File: config.mk
export PLATFORM = sky130hd
export DESIGN_NAME = enable_paced_tx
export DESIGN_NICKNAME = d
export VERILOG_FILES = /design/src/rtl/enable_paced_tx_pkg.sv /design/src/rtl/enable_paced_tx_edge.sv /design/src/rtl/enable_paced_tx.sv
export SDC_FILE = /design/constraint.sdc
export NUM_CORES = 1
export LEC_CHECK = 0
export ABC_CLOCK_PERIOD_IN_PS = 2000
export BUFFER_PORTS_ARGS = -buffer_cell sky130_fd_sc_hd__clkbuf_2
export CAP_MARGIN = 20
export CORE_MARGIN = 1.5
export CORE_UTILIZATION = 45
export DETAILED_ROUTE_END_ITERATION = 7
export GPL_ROUTABILITY_DRIVEN = 0
export PLACE_DENSITY = 0.75
export SLEW_MARGIN = 20
export SYNTH_ARGS = -nofsm -noshare
export SYNTH_HDL_FRONTEND = slang
export SYNTH_SLANG_ARGS = --single-unit
File: constraint.sdc
create_clock -name clk -period 2 [get_ports clk]
set_clock_uncertainty 0.15 [all_clocks]
set_input_delay 0.3 -clock clk [delete_from_list [all_inputs] [get_ports clk]]
set_output_delay 0.3 -clock clk [all_outputs]
set_load 0.03 [all_outputs]
File: src/rtl/enable_paced_tx_pkg.sv
// Shared constants for the enable-paced serial transmitter.
// State encodings, frame width, idle line level and parity helper.
package enable_paced_tx_pkg;

  localparam int DATA_BITS = 8;

  localparam logic IDLE_LEVEL = 1'b1;

  localparam logic [2:0] S_IDLE   = 3'd0;
  localparam logic [2:0] S_ARM    = 3'd1;
  localparam logic [2:0] S_START  = 3'd2;
  localparam logic [2:0] S_DATA   = 3'd3;
  localparam logic [2:0] S_PARITY = 3'd4;
  localparam logic [2:0] S_STOP   = 3'd5;

  function automatic logic parity_bit(
    input logic [DATA_BITS-1:0] d,
    input logic                 odd
  );
    return (^d) ^ odd;
  endfunction

endpackage

File: src/rtl/enable_paced_tx_edge.sv
// Rising-edge detector turning a bit-period enable level into a tick.
// Ports: clk, reset (async active-low), clock_en in; tick out.
module enable_edge_detect (
  input  logic clk,
  input  logic reset,
  input  logic clock_en,
  output logic tick
);

  logic clock_en_d_q;
  logic clock_en_d_d;

  always_comb begin
    clock_en_d_d = clock_en;
  end

  always_ff @(posedge clk or negedge reset) begin
    if (!reset) begin
      clock_en_d_q <= 1'b0;
    end else begin
      clock_en_d_q <= clock_en_d_d;
    end
  end

  assign tick = clock_en & ~clock_en_d_q;

endmodule

File: src/rtl/enable_paced_tx.sv
// Serial byte transmitter paced by ticks of an external enable level.
// Ports: clk, reset, clock_en, data_in, send in; ready, tx_out, done out.
import enable_paced_tx_pkg::*;

module enable_paced_tx #(
  parameter logic PARITY_EN  = 1'b0,
  parameter logic PARITY_ODD = 1'b0
) (
  input  logic                 clk,
  input  logic                 reset,
  input  logic                 clock_en,
  input  logic [DATA_BITS-1:0] data_in,
  input  logic                 send,
  output logic                 ready,
  output logic                 tx_out,
  output logic                 done
);

  logic tick;

  enable_edge_detect u_edge (
    .clk      (clk),
    .reset    (reset),
    .clock_en (clock_en),
    .tick     (tick)
  );

  logic [2:0]           state_q, state_d;
  logic [2:0]           idx_q, idx_d;
  logic [DATA_BITS-1:0] data_q, data_d;
  logic                 tx_q, tx_d;
  logic                 rdy_q, rdy_d;
  logic                 done_q, done_d;
  logic [2:0]           idx_nxt;

  assign idx_nxt = idx_q + 3'd1;

  always_comb begin
    state_d = state_q;
    idx_d   = idx_q;
    data_d  = data_q;
    tx_d    = tx_q;
    rdy_d   = rdy_q;
    done_d  = 1'b0;
    unique case (state_q)
      S_IDLE: begin
        // a tick coinciding with acceptance is
        // deliberately not consumed here
        if (send) begin
          data_d  = data_in;
          rdy_d   = 1'b0;
          state_d = S_ARM;
        end
      end
      S_ARM: begin
        if (tick) begin
          state_d = S_START;
          tx_d    = 1'b0;
        end
      end
      S_START: begin
        if (tick) begin
          state_d = S_DATA;
          tx_d    = data_q[0];
          idx_d   = 3'd0;
        end
      end
      S_DATA: begin
        if (tick) begin
          if (idx_q != 3'd7) begin
            tx_d  = data_q[idx_nxt];
            idx_d = idx_nxt;
          end else if (PARITY_EN) begin
            state_d = S_PARITY;
            tx_d    = parity_bit(data_q, PARITY_ODD);
          end else begin
            state_d = S_STOP;
            tx_d    = IDLE_LEVEL;
          end
        end
      end
      S_PARITY: begin
        if (tick) begin
          state_d = S_STOP;
          tx_d    = IDLE_LEVEL;
        end
      end
      S_STOP: begin
        if (tick) begin
          state_d = S_IDLE;
          tx_d    = IDLE_LEVEL;
          rdy_d   = 1'b1;
          done_d  = 1'b1;
        end
      end
      default: begin
        state_d = S_IDLE;
        tx_d    = IDLE_LEVEL;
        rdy_d   = 1'b1;
      end
    endcase
  end

  always_ff @(posedge clk or negedge reset) begin
    if (!reset) begin
      state_q <= S_IDLE;
      idx_q   <= 3'd0;
      data_q  <= '0;
      tx_q    <= IDLE_LEVEL;
      rdy_q   <= 1'b1;
      done_q  <= 1'b0;
    end else begin
      state_q <= state_d;
      idx_q   <= idx_d;
      data_q  <= data_d;
      tx_q    <= tx_d;
      rdy_q   <= rdy_d;
      done_q  <= done_d;
    end
  end

  assign ready  = rdy_q;
  assign tx_out = tx_q;
  assign done   = done_q;

endmodule

==> results.sh <==
export IMPL_main_combinational_cell_family_by_area_after_synthesis="simple AND/OR/NAND/NOR gates"
export IMPL_timing_final_crit_share_pct=97.0
export IMPL_synthSimpleGateAreaFrac_pct=18.3
export IMPL_post_synth_inst_count=76
export IMPL_p_leak_nw=0.473
export IMPL_run_status="completed"
export IMPL_min_delay_worst_type="input port to flop"
export IMPL_htree_num_levels=1
export IMPL_vias=662
export IMPL_p_per_area_nw_per_um2=1320
export IMPL_synthXorXnorAreaFrac_pct=0
export IMPL_synth_warning_count=0
export IMPL_coreArea_sq_um=1800
export IMPL_fin_crit_ns=1.94
export IMPL_worst_ep_arrival_time_ns=2.01
export IMPL_floorplan_rows=15
export IMPL_start_util_pct=49.6
export IMPL_synth_edf_count=0
export IMPL_netlist_top_cells_area="dfrtp_1 (45%), mux2_2 (10%), dfstp_2 (5.9%)"
export IMPL_path_max_fanout=4
export IMPL_detail_route_antenna_nets=0
export IMPL_grt_pass1_wl_um=2960
export IMPL_timing_setup_critical_path_class="flop to flop"
export IMPL_io_pins=15
export IMPL_share_of_synthesized_flip_flops_with_an_asynchronous_set_or_reset_pct=100
export IMPL_timing_final_setup_violations=0
export IMPL_die_x_um=47.6
export IMPL_drt_iter0_markers=7
export IMPL_final_layout_size_suffix_gt1_share_pct=37.5
export IMPL_detailed_placement_wirelength_estimate_um=1270
export IMPL_design_die_area_sq_um=2260
export IMPL_cts_root_buffer_cell="clkbuf_4"
export IMPL_ys_dominant_reg_cell="dfrtp_1"
export IMPL_total_negative_setup_slack_ns=0
export IMPL_drc_violation_count_after_routing=0
export IMPL_filler_cell_count=150
export IMPL_synth_net_count=90
export IMPL_viasPerCell=5.47
export IMPL_first_global_vias=638
export IMPL_numCtsBuffers=3
export IMPL_grt_max_degree=19
export IMPL_grt_overflow_total=0
export IMPL_clock_sinks=18
export IMPL_cts_reportedPaths_clkPinSlew_ns=0.09
export IMPL_initial_antenna_violation_count=0
export IMPL_tritoncts="done"
export IMPL_final_common_cell="dfrtp_1"
export IMPL_synth_cell_type_count=26
export IMPL_antenna_diode_count=0
export IMPL_synthDominantCellAreaShare_pct=44.8
export IMPL_synth_seq_area_share_pct=50.7
export IMPL_cts_buffer_depth=2
export IMPL_adder_cell_share_of_the_synthesized_area_pct=2.80
export IMPL_max_freq_mhz=516
export IMPL_slew_headroom_pct=70.9
export IMPL_detail_route_wl_per_cell_um=14.6
export IMPL_detail_route_wirelength_um=1770
export IMPL_timing_critical_path_to_type="flop"
export IMPL_worstPathRequired_ns=2.07
export IMPL_crit_path_start_kind="flop"
export IMPL_rsz_0062_raised_after_global_routing="false"
export IMPL_clock_insertion_delay_worst_skew_ns=0.29
export IMPL_hold_viol_final=0
export IMPL_buffer_ports_inserted=14
export IMPL_max_slew_worst_pin_slew_ns=0.436
export IMPL_layout_common_cells="dfrtp_1 (16), clkbuf_2 (14), mux2_2 (8), nand2_1 (7), nor2_1 (7)"
export IMPL_postCtsSetupBuffers=0
export IMPL_irDropWorstVdd_v=0.000757
export IMPL_die_h_um=47.6
export IMPL_syn_mean_instance_area_sq_um=11.8
export IMPL_final_max_slew_viol_count=0
export IMPL_synth_cell_area_sq_um=893
export IMPL_globalRouteTotalUtil_pct=19.7
export IMPL_detailedRoute_firstPassIterationCount=4
export IMPL_post_synthesis_register_bit_count=18
export IMPL_muxShareOfSynthArea_pct=17.1
export IMPL_compound_gate_fraction_of_synth_area_pct=9.24
export IMPL_design_final_nets=112
export IMPL_flow_area_growth_from_synthesis_pct=20.6
export IMPL_report_power_total_mw=1.42
export IMPL_max_cap_violations=0
export IMPL_post_synth_top_area_cell="dfrtp_1"
-- power by group --
| group | leakage [nW] | switching, mW | internal [mW] |
|---|---|---|---|
| Clock | 0.0138 | 0.101 | 0.0700 |
| Combinational | 0.246 | 0.279 | 0.332 |
| Sequential | 0.214 | 0.116 | 0.523 |
| Total | 0.473 | 0.496 | 0.924 |
-- timing repair --
action | in CTS | in global routing
resized for setup | 0 | 2
setup endpoints to repair | 0 | 1
hold endpoints to repair | 17 | 0
hold buffers | 2 | 0
-- sequential cells by signal, summed over array words and instances (netlist names) --
| signal | cells |
|---|---|
| done | 1 |
| u_edge.clock_en_d_q | 1 |
| data_q | 8 |
| ready | 1 |
| state_q | 3 |
| idx_q | 3 |
| tx_out | 1 |
-- routing by layer --
| layer | vias to the layer above | GRT usage, % | wire [um] |
|---|---|---|---|
| li1 | 315 | - | - |
| met4 | 0 | 13.0 | 50 |
| met2 | 15 | 30.5 | 867 |
| met5 | - | 0 | 0 |
| met3 | 6 | 2.26 | 42 |
| met1 | 326 | 26.0 | 809 |
-- cells by family after synthesis --
kind of cell             count (synthesis)
buffers and inverters                    4
adder cells (fa/ha/maj)                  2
AO/OA/AOI/OAI                           13
AND/OR/NAND/NOR                         28
flip-flops                              18
multiplexers                            11
-- through the flow --
stage	std cells	util, %	cell area [sq um]	worst slack [ns]	hold slack (ns)
CTS	121	58.8	1060	0.0288	0.0836
global route	121	59.8	1080	0.00754	0.0806
floorplan	76	-	893	0.147	-0.146
global placement	116	56.4	1020	0.0939	0.113
finish	121	59.8	1080	0.0605	0.0845
detailed placement	116	56.4	1020	0.0358	0.115
-- synthesized netlist by cell type, types with 2 or more instances --
library cell	count
dfrtp_1	16
mux2_2	8
nand2_1	7
nor2_1	7
o21ai_0	5
a21oi_1	3
clkbuf_1	3
nand2b_1	3
a211oi_1	2
dfstp_2	2
ha_1	2
mux4_1	2
nand4b_1	2
nor2b_1	2
-- path summary, 6_finish.rpt --
path | to | depth (start not counted) | start | slack, ns
worst max-delay path | tx_out$_DFFE_PN1P_ | 5 | idx_q[0]$_DFFE_PN0P_ | 0.06
worst min-delay path | data_q[2]$_DFFE_PN0P_ | 2 | data_in[2] | 0.08
worst max register to register | tx_out$_DFFE_PN1P_ | 5 | idx_q[0]$_DFFE_PN0P_ | 0.06
worst min register to register | idx_q[2]$_DFFE_PN0P_ | 2 | idx_q[2]$_DFFE_PN0P_ | 0.37
max in group asynchronous | ready$_DFFE_PN1P_ | 2 | reset | 1.04
min in group asynchronous | u_edge.clock_en_d_q$_DFF_PN0_ | 2 | reset | 0.32
-- layout make-up --
| class | count | area (sq um) | share of cell area, % |
|---|---|---|---|
| sequential | 18 | 453 | 42.0 |
| clock buffer | 3 | 22.5 | 2.09 |
| tap | 25 | 31.3 | 2.90 |
| timing repair buffer | 21 | 128 | 11.8 |
| multi-input combinational | 54 | 443 | 41.1 |
-- critical path: stages (launching register included) --
cell      delay [ns]
dfrtp_1         0.45
ha_4            0.31
mux4_1          0.53
mux2i_1         0.16
o2111a_1        0.22
nor4_2          0.05
No activity file was read; power rests on OpenSTA's default activity.
